### src/rtl/mult_wallace_pipe.sv
// Three-stage pipelined Wallace-tree multiplier with valid/ready handshake and per-transaction signed mode.
// Optional accumulate mode (in_acc, out_p += product) is enabled by defining MULT_WALLACE_ACC_EN.
module mult_wallace_pipe #(
   parameter int unsigned A_W = 16,
   parameter int unsigned B_W = 16
) (
   input  logic                 clk,
   input  logic                 rst_n,
   input  logic                 in_valid,
   output logic                 in_ready,
   input  logic [A_W-1:0]       in_a,
   input  logic [B_W-1:0]       in_b,
   input  logic                 in_signed,
`ifdef MULT_WALLACE_ACC_EN
   input  logic                 in_acc,
`endif
   output logic                 out_valid,
   input  logic                 out_ready,
   output logic [A_W+B_W-1:0]   out_p
);

   localparam int unsigned P_W = A_W + B_W;
   localparam int unsigned R0  = B_W + 1;

   // Rows remaining after lvl levels of 3:2 compression (each full group of 3 becomes 2).
   function automatic int unsigned rows_at(input int unsigned lvl);
      int unsigned n;
      n = R0;
      for (int unsigned k = 0; k < lvl; k++) n = n - n / 3;
      return n;
   endfunction

   function automatic int unsigned num_levels(input int unsigned rows);
      int unsigned n;
      int unsigned l;
      n = rows;
      l = 0;
      while (n > 2) begin
         n = n - n / 3;
         l++;
      end
      return l;
   endfunction

   localparam int unsigned LV = num_levels(R0);

   // Baugh-Wooley correction ones at bit positions A_W-1, B_W-1 and P_W-1 (zero-based).
   localparam logic [P_W-1:0] BW_K = (P_W'(1) << (A_W - 1)) + (P_W'(1) << (B_W - 1))
                                    + (P_W'(1) << (P_W - 1));

   logic                adv;
   logic [P_W-1:0]      pp_c   [B_W];
   logic [P_W-1:0]      red_c  [LV+1][R0];
   logic [P_W-1:0]      s1_pp  [B_W];
   logic                s1_valid;
   logic                s1_signed;
   logic [P_W-1:0]      s2_sum;
   logic [P_W-1:0]      s2_carry;
   logic                s2_valid;
   logic [P_W-1:0]      acc_base_c;
`ifdef MULT_WALLACE_ACC_EN
   logic                s1_acc;
   logic                s2_acc;
`endif

   assign adv      = !out_valid || out_ready;
   assign in_ready = adv;

   // Partial-product rows, already shifted into product columns; signed mode inverts the cross terms.
   always_comb begin
      for (int unsigned i = 0; i < B_W; i++) begin
         pp_c[i] = '0;
         for (int unsigned j = 0; j < A_W; j++) begin
            pp_c[i][i+j] = (in_a[j] & in_b[i])
                           ^ (in_signed & ((j == A_W - 1) != (i == B_W - 1)));
         end
      end
   end

   // Row-wise Wallace reduction of the registered matrix down to sum and carry rows.
   always_comb begin
      for (int unsigned l = 0; l <= LV; l++)
         for (int unsigned r = 0; r < R0; r++) red_c[l][r] = '0;
      for (int unsigned r = 0; r < B_W; r++) red_c[0][r] = s1_pp[r];
      red_c[0][B_W] = s1_signed ? BW_K : '0;
      for (int unsigned l = 0; l < LV; l++) begin
         for (int unsigned k = 0; k < R0 / 3; k++) begin
            if (k < rows_at(l) / 3) begin
               red_c[l+1][2*k]   = red_c[l][3*k] ^ red_c[l][3*k+1] ^ red_c[l][3*k+2];
               red_c[l+1][2*k+1] = ((red_c[l][3*k] & red_c[l][3*k+1])
                                   | (red_c[l][3*k] & red_c[l][3*k+2])
                                   | (red_c[l][3*k+1] & red_c[l][3*k+2])) << 1;
            end
         end
         for (int unsigned r = 0; r < R0; r++) begin
            if (r >= 3 * (rows_at(l) / 3) && r < rows_at(l))
               red_c[l+1][r - rows_at(l) / 3] = red_c[l][r];
         end
      end
   end

`ifdef MULT_WALLACE_ACC_EN
   assign acc_base_c = s2_acc ? out_p : '0;
`else
   assign acc_base_c = '0;
`endif

   // Pipeline registers; every stage holds while the output is stalled.
   always_ff @(posedge clk or negedge rst_n) begin
      if (!rst_n) begin
         for (int unsigned i = 0; i < B_W; i++) s1_pp[i] <= '0;
         s1_valid  <= 1'b0;
         s1_signed <= 1'b0;
         s2_sum    <= '0;
         s2_carry  <= '0;
         s2_valid  <= 1'b0;
         out_valid <= 1'b0;
         out_p     <= '0;
`ifdef MULT_WALLACE_ACC_EN
         s1_acc    <= 1'b0;
         s2_acc    <= 1'b0;
`endif
      end else if (adv) begin
         for (int unsigned i = 0; i < B_W; i++) s1_pp[i] <= pp_c[i];
         s1_valid  <= in_valid;
         s1_signed <= in_signed;
         s2_sum    <= red_c[LV][0];
         s2_carry  <= red_c[LV][1];
         s2_valid  <= s1_valid;
         out_valid <= s2_valid;
         if (s2_valid) out_p <= s2_sum + s2_carry + acc_base_c;
`ifdef MULT_WALLACE_ACC_EN
         s1_acc    <= in_acc;
         s2_acc    <= s1_acc;
`endif
      end
   end

endmodule

### config.mk
export PLATFORM = sky130hd
export DESIGN_NAME = mult_wallace_pipe
export DESIGN_NICKNAME = d
export VERILOG_FILES = /design/src/rtl/mult_wallace_pipe.sv
export SDC_FILE = /design/constraint.sdc
export NUM_CORES = 1
export LEC_CHECK = 0
export ABC_AREA = 1
export BUFFER_PORTS_ARGS = -buffer_cell sky130_fd_sc_hd__buf_2
export CORE_MARGIN = 2
export CORE_UTILIZATION = 65
export CTS_CLUSTER_DIAMETER = 150
export DETAILED_ROUTE_END_ITERATION = 8
export GPL_ROUTABILITY_DRIVEN = 1
export GPL_TIMING_DRIVEN = 1
export PLACE_DENSITY = 0.84
export SLEW_MARGIN = 0
export SYNTH_ARGS = -nofsm -noshare
export SYNTH_HDL_FRONTEND = slang
export SYNTH_SLANG_ARGS = --single-unit
### constraint.sdc
create_clock -name clk -period 7.9 [get_ports clk]
set_input_delay 0 -clock clk [delete_from_list [all_inputs] [get_ports clk]]
set_output_delay 0 -clock clk [all_outputs]
set_load 0.05 [all_outputs]
# --- After elaboration in Yosys (flattened, before gate mapping) ---
# Index checks and enable logic that the tools add are counted.
totals:
  elab_cells: 419
  register_bits: 355
op_classes:
  reduce_logical: 3
  mux: 1
  add_sub_neg: 1
  n_bitwise: 391
op_table:
  columns: ["op", "count"]
  rows:
  - ["AND 31 bit", 30]
  - ["bitwise OR 31 bit", 25]
  - ["bitwise XOR 32 bit", 19]
  - ["AND 1 bit", 256]
  - ["adder 32 bit", 1]
  - ["2-to-1 mux 32 bit", 1]
  - ["bitwise XOR 32 x 31 -> 32 bit", 1]
  - ["bitwise OR 31 x 18 -> 31 bit", 1]
  - ["bitwise OR 31 x 21 -> 31 bit", 1]
  - ["bitwise OR 31 x 24 -> 31 bit", 1]
  - ["bitwise OR 31 x 27 -> 31 bit", 1]
  - ["bitwise OR 31 x 30 -> 31 bit", 1]
  - ["AND 28 x 30 -> 30 bit", 1]
  - ["AND 29 x 30 -> 30 bit", 1]
  - ["bitwise XOR 1 bit", 30]
  - ["bitwise XOR 29 x 30 -> 30 bit", 1]
  - ["AND 28 x 29 -> 29 bit", 1]
  - ["bitwise XOR 28 x 29 -> 29 bit", 1]
  - ["AND 25 x 27 -> 27 bit", 1]
  - ["AND 26 x 27 -> 27 bit", 1]
  - ["bitwise XOR 26 x 27 -> 27 bit", 1]
  - ["AND 25 x 26 -> 26 bit", 1]
  - ["bitwise XOR 25 x 26 -> 26 bit", 1]
  - ["AND 22 x 24 -> 24 bit", 1]
  - ["other kinds (17)", 17]

# --- Depth between registers and ports, before layout ---
depth:
  word_depth: 18
  ltp_mapped: 14
  depth_no_buf: 14

# --- Least setup slack after synthesis ---
# Ideal clock, no wire load.
synth_path:
  path_kind: "register to register"
  startpoint: "reg s1_pp (netlist bit red_c[3349])"
  endpoint: "reg s2_sum[21]"
  setup_slack_ns: 4.188
  period_less_slack_ns: 3.712
  setup_ns: 0.117
  path_stages_with_launch: 13
  n_path_buf: 0
  required_time_ns: 7.783
  arrival_ns: 3.596
  path_cell_list: "dfrtp_1 fa_1 inv_1 fa_1 fa_1 inv_1 fa_1 inv_1 fa_1 inv_1 fa_1 nand2_1 nand2_1"
synth_rtl:
  columns: ["element", "line_no", "source"]
  rows:
  - ["from (decl)", "54", "logic [P_W-1:0] s1_pp [B_W];"]
  - ["to (signal assigned)", "127", "s2_sum <= red_c[LV][0];"]
  - ["to (decl)", "57", "logic [P_W-1:0] s2_sum;"]

==> reports/results.tsv <==
stage	metric	value	unit
worst_setup_path	worst-setup-path-type	register to register	
power_and_ir_drop	power_density	503.4	nW/um2
placement	port_buffers	70	
yosys	synth_top_area_share	40.48	%
outcome	status	finished, final reports clean	
die	start_util	66.14	%
yosys	ys_ff_latch	349	
global_route	grt_usage	32.26	%
finish	syn_to_final_growth	9.337	%
finish	multiInputGateArea	10650	um2
worst_setup_path	cpLargestDelayFamily	adder cells	
die	die_x	186.2	um
routing	vias	16210	
sta	timing.fmax	257.6	MHz
sta	max_slew.worst_pin.slew	1098	ps
die	die-area	34660	um2
sta	fin_skew	22.15	ps
sta	grt_setup_unrepaired	no	
finish	diodes	0	
yosys	ys_top_cells_by_area	dfrtp_1, fa_1, nand2_1	
power_and_ir_drop	p_sw	0.005520	W
routing	wl_per_cell	18.13	um
die	die_h	186.2	um
yosys	yosysUniqueCellTypes	27	
global_route	antenna_found_initial	0	
power_and_ir_drop	pwr-share-seq	22.0	%
sta	fin_crit_sh	49.14	%
placement	gp_congestion	0.8507	
global_route	grt_pass1_vias	16800	
routing	via_per_inst	5.556	
finish	nNetsFinal	2780	
die	coreArea	32620	um2
power_and_ir_drop	worst_ir_drop_vdd	0.4433	mV
yosys	syn-instance-count	2435	
power_and_ir_drop	p_int	0.006354	W
worst_setup_path	slowest_delay	540	ps
sta	hold_viol_final	0	
yosys	synth.avg_cell_area	8.860	um2
worst_setup_path	cp_num_buf_inv	4	
worst_setup_path	cp_max_fo	2	
cts	htree_num_levels	2	
cts	cts-buffers-inserted	39	
sta	slew_headroom	26.78	%
yosys	mappedNetlistNets	2766	
worst_setup_path	cp.required	8370	ps
sta	setup-tns-final	0	ps
power_and_ir_drop	total_leakage_power	12.07	nW
routing	drtIter0Drc	1560	
worst_setup_path	arrival	4350	ps
min_path	hold_path_depth	3	
sta	setup_viol	0	
cts	path_clk_slew	60	ps
finish	fin_util	72.32	%
worst_setup_path	endpoint_kind	register	
routing	drc	0	
finish	drive_gt1_share	6.141	%
placement	dpl.hpwl	34300	um
yosys	ys_seq_area_share	40.48	%
min_path	hp-class	primary input to register	
global_route	grt_max_degree	166	
cts	cts_root_buf	clkbuf_16	
yosys	syn_area	21570	um2
finish	fillerInstances	2311	
yosys	synth_warnings	0	
worst_setup_path	cp-start-kind	register	
global_route	grt_pass1_wl	85540	um
die	row_count	66	
sta	layout_min_cycle_time	3882	ps
die	ioPinCount	71	
cts	clock_latency	540	ps
cts	clockBufferDepth	3	
power_and_ir_drop	comb_power_share	62.2	%
routing	ant_nets	0	
global_route	grt_overflow	0	
flow_run	cap_viol_max_count	0	
worst_setup_path	ff2ff_path_depth	12	
worst_setup_path	crit_top_cell	fa_1	
yosys	synth_top_area_cell	dfrtp_1	
cts	ctsResizeCount	0	
routing	drtPass1Iterations	5	
routing	routed_wl	52900	um
cts	cts_setup_buffers	0	
cts	cts_sinks	349	
finish	seq_area	8733	um2
worst_setup_path	crit_cells	12	
worst_setup_path	cp_slowest_cell	fa_1	
power_and_ir_drop	swShare	46.49	%
cts	cts_tree	done	
worst_setup_path	crit_path_cell_trace	fa_1 -> inv_1 -> fa_1 -> fa_1 -> inv_1 -> fa_1 -> inv_1 -> fa_1 -> inv_1 -> fa_1 -> nand2_1 -> nand2_1	
cts	cts_hold_buf	38	
sta	drv_slew	0	
power_and_ir_drop	pwr-share-clk	15.8	%
-- cells in the final DEF (no fill, tap or decap), types with 8 or more instances in the layout --
cell type        n
dlygate4sd3_1   38
xor2_1          34
o21ai_0        163
nor2_1          32
a21oi_1         12
clkbuf_1         8
dfrtp_1        349
ha_1            93
clkbuf_16       41
inv_1          402
fa_1           201
o21ai_1        117
clkbuf_8         8
buf_2           69
nand2_1        742
nand3_1        110
-- tightest hold or removal path: stages --
cell and delay (ps):
buf_2 290, nand2_1 120, o21ai_0 80
-- cell type report --
class | count | share of cell area [%]
multi-input cells | 1538 | 45.14
flip-flops and latches | 349 | 37.02
clock inverters | 10 | 0.6471
well taps | 442 | 2.344
clock buffers | 57 | 4.944
repair buffers | 115 | 3.416
inverters | 406 | 6.482
-- flip-flops by register name (all words and copies together), names as in the netlist --
register and cells:
out_valid 1, s2_carry 25, out_p 32, s2_valid 1, red_c 256, s1_valid 1
s2_sum 32, s1_signed 1
-- per-stage QoR --
step / cell area [um2] / total power, W / hold WS (ps) / cells / worst slack, ps
5_1_grt: 23590 / 0.01313 / 6.428 / 2917 / 3882
6_report: 23590 / 0.01187 / 26.23 / 2917 / 4018
3_3_place_gp: 21890 / 0.009389 / 127.6 / 2812 / 4088
3_5_place_dp: 21890 / 0.009721 / 134.8 / 2812 / 4004
2_1_floorplan: 21570 / 0.007876 / -295.6 / 2435 / 4188
4_1_cts: 23590 / 0.01184 / 4.388 / 2917 / 4002
-- power by group through the flow --
stage	Combinational (W)	Clock [W]	Sequential, W
finish	0.00739	0.00187	0.00261
global route	0.00850	0.00197	0.00266
CTS	0.00734	0.00190	0.00261
detailed placement	0.00709	0	0.00263
global placement	0.00679	0	0.00260
floorplan	0.00504	0	0.00284
-- path summary, 6_finish.rpt --
kind	from	endpoint	slack (ps)
worst max-delay path	red_c[3349]$_DFFE_PN0N_	s2_sum[21]$_DFFE_PN0N_	4020
worst min register to register	out_p[7]$_DFFE_PN0P_	out_p[7]$_DFFE_PN0P_	470
max in group asynchronous	rst_n	red_c[3659]$_DFFE_PN0N_	6300
worst min-delay path	in_a[4]	red_c[3408]$_DFFE_PN0N_	30
min in group asynchronous	rst_n	out_p[31]$_DFFE_PN0P_	100
worst max register to register	red_c[3349]$_DFFE_PN0N_	s2_sum[21]$_DFFE_PN0N_	4020
-- cell usage after synthesis, drive strengths merged --
| master | instances |
|---|---|
| inv | 406 |
| nor2 | 41 |
| o21ai | 280 |
| nor3 | 2 |
| xor2 | 34 |
| a21oi | 12 |
| nand3b | 3 |
| nand3 | 110 |
| buf | 66 |
| a31oi | 4 |
| dfrtp | 349 |
| clkbuf | 76 |
| and2 | 1 |
| nand4 | 7 |
| xnor2 | 2 |
| nand2 | 743 |
| ha | 93 |
| fa | 201 |
| or2 | 5 |
-- per-layer routing --
metal  routed length [um]  share of wire (%)  GRT usage [%]  vias up
li1                     -                  -              -     7396
met1                20630                 39          42.07     8001
met2                26080                 49          53.64      656
met3                 3898                7.4          5.452      155
met4                 2288                4.3          14.74        0
met5                    0                  0              0        -
-- logic make-up (layout without fill, tap and decap cells) --
group / after synthesis / after routing / synth area share [%]
AOI/OAI and AO/OA: 296 / 296 / 6.890
xor gates and xnor gates: 36 / 36 / 1.461
adders and majority gates: 294 / 294 / 24.04
buffers and inverters: 548 / 588 / 10.16
DFF: 349 / 349 / 40.48
and+or+nand+nor: 912 / 912 / 16.96
Power figures use the tool's default switching activity.
